<file path="src/rtl/control_unit_fsm.sv">
// Multi-cycle RV32I control unit: sequences each instruction through FETCH/DECODE/EXE(/MEM/WB)
// and decodes datapath controls from the state and the instruction word. Option: MEM_WAIT_EN.
module control_unit_fsm (
  input  logic        clk,
  input  logic        reset,
  input  logic [31:0] instrCode,
  input  logic        busReady,
  output logic        PCEn,
  output logic        regFileWe,
  output logic [3:0]  aluControl,
  output logic        aluSrcMuxSel,
  output logic [2:0]  RFWDSrcMuxSel,
  output logic        branch,
  output logic        jal,
  output logic        jalr,
  output logic [1:0]  memSize,
  output logic        memUnsigned,
  output logic        busWe,
  output logic        busReq,
  output logic        illegalInstr
);

  localparam int unsigned OPC_W   = 7;
  localparam int unsigned ALU_W   = 4;
  localparam int unsigned RFWD_W  = 3;
  localparam int unsigned MSIZE_W = 2;

  localparam logic [OPC_W-1:0] OP_R  = 7'b0110011;
  localparam logic [OPC_W-1:0] OP_L  = 7'b0000011;
  localparam logic [OPC_W-1:0] OP_I  = 7'b0010011;
  localparam logic [OPC_W-1:0] OP_S  = 7'b0100011;
  localparam logic [OPC_W-1:0] OP_B  = 7'b1100011;
  localparam logic [OPC_W-1:0] OP_LU = 7'b0110111;
  localparam logic [OPC_W-1:0] OP_AU = 7'b0010111;
  localparam logic [OPC_W-1:0] OP_J  = 7'b1101111;
  localparam logic [OPC_W-1:0] OP_JL = 7'b1100111;

  localparam logic [RFWD_W-1:0] RFWD_ALU  = 3'd0;
  localparam logic [RFWD_W-1:0] RFWD_MEM  = 3'd1;
  localparam logic [RFWD_W-1:0] RFWD_IMM  = 3'd2;
  localparam logic [RFWD_W-1:0] RFWD_AUPC = 3'd3;
  localparam logic [RFWD_W-1:0] RFWD_PC4  = 3'd4;

  localparam logic [ALU_W-1:0] ALU_ADD = 4'b0000;

  typedef enum logic [3:0] {
    FETCH,
    DECODE,
    R_EXE,
    I_EXE,
    B_EXE,
    LU_EXE,
    AU_EXE,
    J_EXE,
    JL_EXE,
    S_EXE,
    S_MEM,
    L_EXE,
    L_MEM,
    L_WB
  } state_e;

  state_e state_q;
  state_e state_d;
  state_e exe_state_c;
  logic   opcode_legal_c;

  logic [OPC_W-1:0] opcode;
  logic [2:0]       funct3;
  logic             funct7_b5;
  logic             unused_instr_bits;

  assign opcode    = instrCode[6:0];
  assign funct3    = instrCode[14:12];
  assign funct7_b5 = instrCode[30];

  // Register and immediate fields are consumed by the datapath, not here.
  assign unused_instr_bits = ^{instrCode[31], instrCode[29:15], instrCode[11:7]};

  // Memory-phase handshake: with wait states the access holds until the bus completes.
  logic mem_done_c;
`ifdef MEM_WAIT_EN
  assign mem_done_c = busReady;
`else
  logic unused_bus_ready;
  assign unused_bus_ready = busReady;
  assign mem_done_c       = 1'b1;
`endif

  // Opcode to execute-state mapping.
  always_comb begin : decode_opcode
    opcode_legal_c = 1'b1;
    exe_state_c    = FETCH;
    case (opcode)
      OP_R:    exe_state_c = R_EXE;
      OP_L:    exe_state_c = L_EXE;
      OP_I:    exe_state_c = I_EXE;
      OP_S:    exe_state_c = S_EXE;
      OP_B:    exe_state_c = B_EXE;
      OP_LU:   exe_state_c = LU_EXE;
      OP_AU:   exe_state_c = AU_EXE;
      OP_J:    exe_state_c = J_EXE;
      OP_JL:   exe_state_c = JL_EXE;
      default: opcode_legal_c = 1'b0;
    endcase
  end

  always_comb begin : next_state
    state_d = state_q;
    case (state_q)
      FETCH:   state_d = DECODE;
      DECODE:  state_d = exe_state_c;
      S_EXE:   state_d = S_MEM;
      S_MEM:   state_d = mem_done_c ? FETCH : S_MEM;
      L_EXE:   state_d = L_MEM;
      L_MEM:   state_d = mem_done_c ? L_WB : L_MEM;
      default: state_d = FETCH;
    endcase
  end

  always_ff @(posedge clk or negedge reset) begin : state_reg
    if (!reset) begin
      state_q <= FETCH;
    end else begin
      state_q <= state_d;
    end
  end

  // Outputs decode straight from state and instruction so the datapath sees them in-cycle.
  always_comb begin : drive_outputs
    PCEn          = 1'b0;
    regFileWe     = 1'b0;
    aluControl    = ALU_ADD;
    aluSrcMuxSel  = 1'b0;
    RFWDSrcMuxSel = RFWD_ALU;
    branch        = 1'b0;
    jal           = 1'b0;
    jalr          = 1'b0;
    memSize       = MSIZE_W'(0);
    memUnsigned   = 1'b0;
    busWe         = 1'b0;
    busReq        = 1'b0;
    illegalInstr  = 1'b0;
    case (state_q)
      FETCH: PCEn = 1'b1;
      DECODE: illegalInstr = ~opcode_legal_c;
      R_EXE: begin
        regFileWe  = 1'b1;
        aluControl = {funct7_b5, funct3};
      end
      I_EXE: begin
        regFileWe    = 1'b1;
        aluSrcMuxSel = 1'b1;
        // Only shift-right immediates use funct7[5] (SRLI vs SRAI); elsewhere it is immediate data.
        aluControl   = (funct3 == 3'b101) ? {funct7_b5, funct3} : {1'b0, funct3};
      end
      B_EXE: begin
        branch     = 1'b1;
        aluControl = {1'b0, funct3};
      end
      LU_EXE: begin
        regFileWe     = 1'b1;
        RFWDSrcMuxSel = RFWD_IMM;
      end
      AU_EXE: begin
        regFileWe     = 1'b1;
        RFWDSrcMuxSel = RFWD_AUPC;
      end
      J_EXE: begin
        regFileWe     = 1'b1;
        jal           = 1'b1;
        RFWDSrcMuxSel = RFWD_PC4;
      end
      JL_EXE: begin
        regFileWe     = 1'b1;
        jalr          = 1'b1;
        aluSrcMuxSel  = 1'b1;
        RFWDSrcMuxSel = RFWD_PC4;
      end
      S_EXE: begin
        aluSrcMuxSel = 1'b1;
        memSize      = funct3[1:0];
        memUnsigned  = funct3[2];
      end
      S_MEM: begin
        aluSrcMuxSel = 1'b1;
        memSize      = funct3[1:0];
        memUnsigned  = funct3[2];
        busReq       = 1'b1;
        busWe        = 1'b1;
      end
      L_EXE: begin
        aluSrcMuxSel = 1'b1;
        memSize      = funct3[1:0];
        memUnsigned  = funct3[2];
      end
      L_MEM: begin
        aluSrcMuxSel = 1'b1;
        memSize      = funct3[1:0];
        memUnsigned  = funct3[2];
        busReq       = 1'b1;
      end
      L_WB: begin
        regFileWe     = 1'b1;
        aluSrcMuxSel  = 1'b1;
        RFWDSrcMuxSel = RFWD_MEM;
        memSize       = funct3[1:0];
        memUnsigned   = funct3[2];
      end
      default: ;
    endcase
  end

endmodule

</file>
<file path="config.mk">
export PLATFORM = sky130hd
export DESIGN_NAME = control_unit_fsm
export DESIGN_NICKNAME = d
export VERILOG_FILES = /design/src/rtl/control_unit_fsm.sv
export SDC_FILE = /design/constraint.sdc
export NUM_CORES = 1
export LEC_CHECK = 0
export BUFFER_PORTS_ARGS = -buffer_cell sky130_fd_sc_hd__buf_2
export CAP_MARGIN = 20
export CORE_MARGIN = 5
export CORE_UTILIZATION = 39
export DETAILED_ROUTE_END_ITERATION = 8
export MAX_ROUTING_LAYER = met4
export PLACE_DENSITY = 0.89
export SETUP_SLACK_MARGIN = 0.4
export SLEW_MARGIN = 15
export SYNTH_ARGS = -nofsm -noshare
export SYNTH_HDL_FRONTEND = slang
export SYNTH_SLANG_ARGS = --single-unit
export TNS_END_PERCENT = 5
</file>
<file path="constraint.sdc">
create_clock -name clk -period 2.1 [get_ports clk]
set_clock_uncertainty 0.15 [all_clocks]
set_input_delay 0.105 -clock clk [delete_from_list [all_inputs] [get_ports clk]]
set_output_delay 0.105 -clock clk [all_outputs]
set_load 0.02 [all_outputs]
</file>
# Word-level counts from Yosys, hierarchy flattened
# Index checks and enable logic that the tools add are counted.
dict set report word_totals {
  regBits 4
  input_bits 35
  out_inout_bits 19
  elab_cells 49
}
dict set report op_classes {
  n_eq_ne 23
  muxes 17
  bitwise_logic 1
  n_reduce_logical 7
}
# operator n
set ops {}
lappend ops {{case mux 4 bit (9 select lines)} 1}
lappend ops {{== test 4 bit, second input constant} 6}
lappend ops {{== test 7 x 6 -> 1 bit, second input constant} 3}
lappend ops {{== test 7 bit, second input constant} 3}
lappend ops {{case mux 4 bit (5 select lines)} 1}
lappend ops {{== test 4 x 3 -> 1 bit, second input constant} 4}
lappend ops {{== test 7 x 5 -> 1 bit, second input constant} 2}
lappend ops {{OR reduction 7 bit} 2}
lappend ops {{case mux 3 bit (4 select lines)} 1}
lappend ops {{case mux 4 bit (3 select lines)} 1}
lappend ops {{two-way mux 1 bit} 11}
lappend ops {{OR reduction 9 bit} 1}
lappend ops {{== test 4 x 2 -> 1 bit, second input constant} 2}
lappend ops {{== test 7 x 2 -> 1 bit, second input constant} 1}
lappend ops {{OR reduction 5 bit} 1}
lappend ops {{== test 4 x 1 -> 1 bit, second input constant} 1}
lappend ops {{logical NOT 4 bit} 1}
lappend ops {{two-way mux 4 bit} 1}
lappend ops {{OR reduction 2 bit} 2}
lappend ops {{== test 3 bit, second input constant} 1}
lappend ops {{two-way mux 2 bit} 1}
lappend ops {{NOT 1 bit} 1}

# Depth between registers and ports, before layout
# Gate-level depths: netlist (run 1).
dict set report logic_depth {
  depth_word 5
  ltp_mapped 5
  ltp_nobuf 4
}

# Worst setup path after synthesis (run 1)
# OpenSTA, ideal clock, no wires.
dict set report synth_path {
  kind {register -> output}
  start {reg state_q[1]}
  end {out aluControl[3]}
  arrival_ps 1802
  required_ps 1845
  setup_slack_ps 43
  path_stages_with_launch 4
  n_path_buf 1
  cell_sequence {dfrtp_1 > buf_2 > nand2_1 > a2111oi_0}
}
dict set report synth_via {
  elab_chain_len 2
  word_cells_on_any_way 4
  classes_between {3 x eq/ne; 1 x mux}
}
# item line_no
set synth_lines {}
lappend synth_lines {{start: declaration} 63} ;# state_e state_q;
lappend synth_lines {{start signal: assignment} 125} ;# state_q <= state_d;
lappend synth_lines {{== test 4 x 3 -> 1 bit or == test 4 x 2 -> 1 bit (tied branches)} 144} ;# case (state_q)
lappend synth_lines {{case mux 4 bit (3 select lines) (*)} 144}
lappend synth_lines {{end: declaration} 10} ;# output logic [3:0] aluControl,
# Every way passes the cells marked *; elsewhere a longest branch is shown, timed or not.

# Worst setup path in the final report (run 1)
dict set report layout_path {
  start {reg state_q[1]}
  end {out memSize[1]}
}
dict set report layout_via {
  elab_chain_len 3
  word_cells_on_any_way 7
  classes_between {5 x eq/ne; 1 x mux; 1 x reduce/logical}
}
# item line_no
set layout_lines {}
lappend layout_lines {{== test 4 bit, on equally long branches} n/a}
lappend layout_lines {{OR reduction 5 bit (no line) (*)} n/a}
lappend layout_lines {{two-way mux 2 bit (*)} 144}
lappend layout_lines {{end: declaration} 16} ;# output logic [1:0] memSize,
# Marked as above.

==> flow_summary.toml, run 1 <==
[outcome]
status = "completed"

[place]
port_buffers = 31
dp.final_hpwl_um = 1230
gpl.final_weighted_congestion = 0.813
dp_cells = 124

[sta]
timing.fmax_mhz = 592
report.final.slew_viol_count = 0
timing.slew.headroom_pct = 68.5
hold_viol = 0
rsz0062_at_grt = "true"
tightest_slew_ns = 0.461
finalCritPeriodShare_pct = 80.5
fin_crit_ns = 1.69
setup_tns_ns = 0
finalSetupViolCount = 0
hold_slack_ns = 0.0445

[detailed_routing]
drt-wirelength-per-cell_um = 13.5
ant_nets = 0
firstDrtPassIters = 2
via_per_inst = 5.52
vias = 767
wirelength_um = 1870
drt_iter0_drc = 9
drc = 0

[logic_synthesis]
synth-main-ff-cell = "dfrtp_1"
yosysSeqAreaShare_pct = 17.3
synth_nets = 119
syn_area_um2 = 578
avgSynthCellArea_um2 = 6.88
ys_ff_latch = 4
ys_warn_count = 0
synth_cells = 84
synth-edff-count = 0
yosysUniqueCellTypes = 38
async_flop_share_pct = 100

[floorplan]
ios = 54
die_x_um = 48.5
die_y_um = 48.5
rows = 13
core_area_mm2 = 0.00135
die-area_mm2 = 0.00235
initial_utilization_pct = 42.8

[cts]
h-tree-depth = 1
clkLatencyLatePin_ns = 0.24
root_buffer = "clkbuf_4"
path_clk_slew_ns = 0.04
cts_max_path_buffers = 2
cts_inserted_buffers = 3
cts_sinks = 4
cts_tree = "built"

[worst_setup_path]
r2r_start = "state_q[3]"
r2r_end = "state_q[2]"
cp_max_fo = 4
cpPeakStageDelay_ns = 0.41
worstSetupEndpointType = "primary output"
crit_path_start = "state_q[1]"
path_cells = "or2_4 -> o211a_1 -> and2_1 -> buf_2"
regToRegSetupSlack_ns = 0.59
crit_end = "memSize[1]"
critPathSlowestCell = "dfrtp_2"
critical_path_required_ns = 1.85
cp-start-kind = "flip-flop"
reg2reg_depth = 5
crit_type = "flip-flop to primary output"
worst-endpoint-arrival_ns = 1.44

[grt]
antenna_found_initial = 0
grt_max_degree = 20
grt_pass1_wl_um = 3020
grt_overflow = 0
track_usage_pct = 15.4
grt_pass1_vias = 709

[finish]
finalNonFillerCells = 139
synthToLayoutAreaGrowth_pct = 51.3
fillers = 126
largestRegisters = "state_q (4)"
largest_reg_flops = 4
drive_gt1_share_pct = 46.0
top_register = "state_q"
antenna-diode-count = 0
nNetsFinal = 161

[power]
total_power_mw = 0.550
power_density_mw_per_mm2 = 629
vdd_drop_max_v = 0.000295
cellLeakagePower_nw = 0.451

[flow_run]
cap_viol_max_count = 0

[hold_path]
hp-class = "input port to flip-flop"
[critical path, delay by kind of cell, from the launching register on]
kind / cells / cell delay [ns]
AOI/OAI and AO/OA: 1 / 0.23
DFF: 1 / 0.41
and+or+nand+nor: 2 / 0.42
buffers and inverters: 1 / 0.15
[cell usage in the layout, fill, tap and decap left out, types with 2 or more instances in the layout]
cell	Yosys	routed
nand2b_1	6	5
and3_1	2	2
clkbuf_4	0	3
nor2_1	8	8
a211oi_1	2	2
a21oi_1	7	7
buf_4	0	12
a31oi_1	3	3
nor3b_1	2	2
nand3b_1	2	2
and2_1	7	7
dfrtp_2	0	4
buf_2	2	30
nand2_1	6	6
o21ai_0	3	3
[cell families (layout without fill, tap and decap cells)]
| kind of cell | Yosys count | after routing | synth area share (%) |
|---|---|---|---|
| buffers and inverters | 8 | 48 | 5.63 |
| AOI/OAI and AO/OA | 27 | 27 | 31.4 |
| xor gates and xnor gates | 2 | 2 | 3.03 |
| DFF | 4 | 4 | 17.3 |
| adders and majority gates | 1 | 1 | 1.95 |
| and+or+nand+nor | 42 | 42 | 40.7 |
[final cells by class]
class,count,area [um^2],share of cell area (%)
tap,15,18.8,2.15
multi-input combinational,72,470,53.8
clock buffer,3,22.5,2.58
timing repair buffer,43,250,28.6
sequential,4,105,12.0
inverter,2,7.51,0.858
[cells in the mapped netlist (all sizes together) (2+ instances only)]
cell type  count  share of area (%)
a31oi          3                3.2
nor3b          2                2.6
o21ai          4                3.5
clkbuf         3                1.9
dfrtp          4                 17
nor2b          2                2.2
nand3b         2                2.6
or2            2                2.2
a21oi          7                6.1
and2           7                7.6
a211oi         2                2.6
nand2          6                3.9
nand2b         6                6.5
and3           3                3.5
buf            3                2.4
inv            2                1.3
a2111oi        2                3.0
nor2           8                5.2
[layer usage]
metal | vias up | GRT usage (%) | part of all wire, %
met5 | - | - | 0
met4 | 0 | 6.73 | 0
met3 | 0 | 2.14 | 8.0
met2 | 27 | 27.2 | 52
met1 | 352 | 16.9 | 40
li1 | 388 | - | -
[metrics by stage]
stage                     area, um^2  util, %  setup slack (ns)
after floorplan                  584        -             0.540
after global placement           733     54.3             0.416
after detailed placement         733     54.3             0.397
after CTS                        826     61.2             0.384
after global routing             875     64.8             0.330
final                            875     64.8             0.410
[how the worst min path moves through the flow]
stage | cells past startpoint | to | slack, ns | startpoint
after detailed placement | 1 | state_q[3] | -0.23 | reset
after global routing | 3 | state_q[0] | 0.05 | instrCode[5]
after floorplan | 0 | state_q[0] | -0.34 | reset
after CTS | 3 | state_q[0] | 0.04 | instrCode[5]
after global placement | 1 | state_q[0] | -0.24 | reset
final | 3 | state_q[0] | 0.04 | instrCode[5]
[what timing repair did]
item,in CTS,in global routing
setup endpoints to repair,13,11
buffers inserted,7,4
endpoints found under the hold margin,4,0
gates resized for setup,5,4
pin swaps,1,1
hold buffers,1,0
[report_power, final]
| part | internal (mW) | total, mW | switching [mW] |
|---|---|---|---|
| registers | 0.0919 | 0.107 | 0.0150 |
| logic | 0.151 | 0.346 | 0.196 |
| clock network | 0.0641 | 0.0973 | 0.0332 |
Note: power is estimated with default switching activity, not from simulation.
==> run 2, diff against run 1 <==
ABC_AREA = 1   (was default)
CORE_UTILIZATION = 32   (was 39)
PLACE_DENSITY = 0.79   (was 0.89)
clock period = 1.45 ns   (was 2.1 ns; I/O delays follow)
==> run 2 against run 1 <==
Net effect:
- the flow now finishes with violations (negative setup slack)
- non-clock buffer count unchanged
- die area increased by 17%
- total power increased by 56%
- synthesized area decreased by 0.65%
- clock-buffer cell count unchanged
- synthesized cell count increased by 26%
- via count increased by 7.2%
- worst setup slack got worse by 0.66 ns
- register-to-register slack got worse by 0.43 ns
- critical path type unchanged
- first-iteration DRC count increased by 44%
==> flow_summary.toml, run 2 <==
[detailed_routing]
drt-wirelength-per-cell_um = 11.0
wirelength_um = 1950
ant_nets = 0
firstDrtPassIters = 4
vias = 822
drc = 0
via_per_inst = 4.64
drt_iter0_drc = 13

[logic_synthesis]
ys_top_cells_by_area = "dfrtp_1 17%, nand2_1 17%, nor2_1 17%"
synth-edff-count = 0
synthDominantCellAreaShare_pct = 17.4
yosysUniqueCellTypes = 17
ys_ff_latch = 4
synth_common_cells = "26 x nand2_1, 26 x nor2_1, 17 x inv_1"
synth_cells = 106
syn_area_um2 = 574
synth_nets = 141
synth_top_area_cell = "dfrtp_1"
synth-main-ff-cell = "dfrtp_1"
avgSynthCellArea_um2 = 5.42
async_flop_share_pct = 100
yosysSeqAreaShare_pct = 17.4
ys_warn_count = 0

[power]
switching_share_pct = 47.3
power_frac_comb_pct = 62.2
power_density_mw_per_mm2 = 784
p_clk_share_pct = 17.3
total_power_mw = 0.856
pwr-share-seq_pct = 20.6
cellLeakagePower_nw = 0.621
p_sw_mw = 0.405
vdd_drop_max_v = 0.000374
p_int_mw = 0.451

[cts]
h-tree-depth = 1
cts_inserted_buffers = 3
clkLatencyLatePin_ns = 0.25
path_clk_slew_ns = 0.04
cts_sinks = 4
cts_tree = "built"
cts_max_path_buffers = 2
root_buffer = "clkbuf_4"

[sta]
fin_crit_ns = 1.70
fin_ws_ns = -0.251
tightest_slew_ns = 0.250
setup_tns_ns = -2.40
hold_slack_ns = 0.0751
finalSetupViolCount = 17
timing.slew.headroom_pct = 83.3
hold_viol = 0
finalCritPeriodShare_pct = 117
report.final.slew_viol_count = 0
rsz0062_at_grt = "true"
timing.fmax_mhz = 588

[worst_setup_path]
critical_path_required_ns = 1.23
cp-start-kind = "flip-flop"
worstSetupEndpointType = "primary output"
cp_max_fo = 5
crit_path_start = "state_q[3]"
path_cells = "inv_4 -> nor2_4 -> inv_4 -> nor2_8 -> nor3_4 -> nor2_2 -> buf_6"
worst-endpoint-arrival_ns = 1.48
cpPeakStageDelay_ns = 0.47
crit_type = "flip-flop to primary output"
r2r_start = "state_q[3]"
critPathSlowestCell = "dfrtp_2"
r2r_end = "state_q[3]"
cp_common_cell = "inv_4"
regToRegSetupSlack_ns = 0.16
reg2reg_depth = 7

[floorplan]
die-area_mm2 = 0.00274
core_area_mm2 = 0.00171
ios = 54
die_x_um = 52.4
rows = 15
die_y_um = 52.4
initial_utilization_pct = 33.6

[finish]
antenna-diode-count = 0
finalNonFillerCells = 177
final_common_cell = "nand2_1"
drive_gt1_share_pct = 51.3
layout_common_cells = "25 x nand2_1, 16 x inv_1, 16 x nor2_1"
final_util_pct = 64.0
top_register = "state_q"
nNetsFinal = 189
largest_reg_flops = 4
synthToLayoutAreaGrowth_pct = 90.2
largestRegisters = "state_q (4)"

[grt]
grt_max_degree = 7
grt_overflow = 0
grt_pass1_vias = 806
grt_pass1_wl_um = 3210
track_usage_pct = 16.2
antenna_found_initial = 0

[hold_path]
whs_endpoint = "state_q[3]"
hp-class = "input port to flip-flop"
worstHoldPathCells = 4
holdCritStartpoint = "instrCode[6]"

[outcome]
failed_checks = "negative setup slack"
status = "complete, but fails checks"

[place]
gpl.final_weighted_congestion = 0.909
dp.final_hpwl_um = 1450
dp_cells = 168
port_buffers = 31

[flow_run]
cap_viol_max_count = 0
==> run 2: changes by cell type in the layout (fill, tap and decap cells not counted), sizes merged, moves of 4 or more <==
cell / previous run / this run
nand3: 0 / 6
inv: 2 / 22
nand2b: 6 / 0
nand2: 6 / 26
nor2: 8 / 34
and2: 7 / 0
a21oi: 7 / 3
==> run 2: through the flow <==
| step | instance area (um^2) | setup WS (ns) |
|---|---|---|
| final | 1090 | -0.251 |
| after global routing | 1090 | -0.321 |
| after CTS | 1030 | -0.197 |
| after detailed placement | 856 | -0.0390 |
| after global placement | 856 | -0.00737 |
| after floorplan | 624 | 0.0949 |
==> run 2: how the worst max path moves through the flow <==
stage | slack (ns) | to
after floorplan | 0.09 | memSize[0]
after global placement | -0.007 | aluControl[1]
after detailed placement | -0.04 | aluControl[0]
after CTS | -0.20 | memSize[1]
after global routing | -0.32 | memSize[1]
final | -0.25 | memSize[1]
==> run 2: metal layers <==
layer	share of wire [%]	GRT usage [%]
met5	0	-
met4	1.9	12.3
met3	6.9	2.28
met2	56	30.4
met1	35	14.4
==> run 2: power groups by stage <==
stage | combinational [mW] | sequential [mW] | clock, mW
6_report | 0.532 | 0.176 | 0.148
5_1_grt | 0.578 | 0.181 | 0.170
4_1_cts | 0.517 | 0.174 | 0.153
3_5_place_dp | 0.433 | 0.165 | 0
3_3_place_gp | 0.424 | 0.163 | 0
2_1_floorplan | 0.282 | 0.156 | 0
==> run 2: kinds of logic (layout without fill, tap and decap cells) <==
logic type / count (synthesis) / count (layout) / synth area share (%)
buf+inv: 22 / 68 / 14.4
flops: 4 / 4 / 17.4
simple gates: 73 / 73 / 61.2
compound gates: 7 / 7 / 6.97
==> run 2: timing repair <==
| item | 4_1_cts | 5_1_grt |
|---|---|---|
| resized for setup | 32 | 16 |
| endpoints found under the setup margin | 23 | 23 |
| setup buffers | 2 | 1 |
| endpoints found under the hold margin | 4 | 0 |
| hold buffers | 3 | 0 |
| pin swaps | 1 | 2 |
==> run 2: worst max-delay path: cells and delay by family (launching register included) <==
kind / cells / cell delay, ns
simple gates: 4 / 0.41
flops: 1 / 0.47
buf+inv: 3 / 0.34
==> run 2: layout make-up <==
type	instances	area, um^2
fillers	147	616
multi-input cells	80	492
repair buffers	43	349
flip-flops and latches	4	105
inverters	22	92.6
well taps	25	31.3
clock buffers	3	22.5
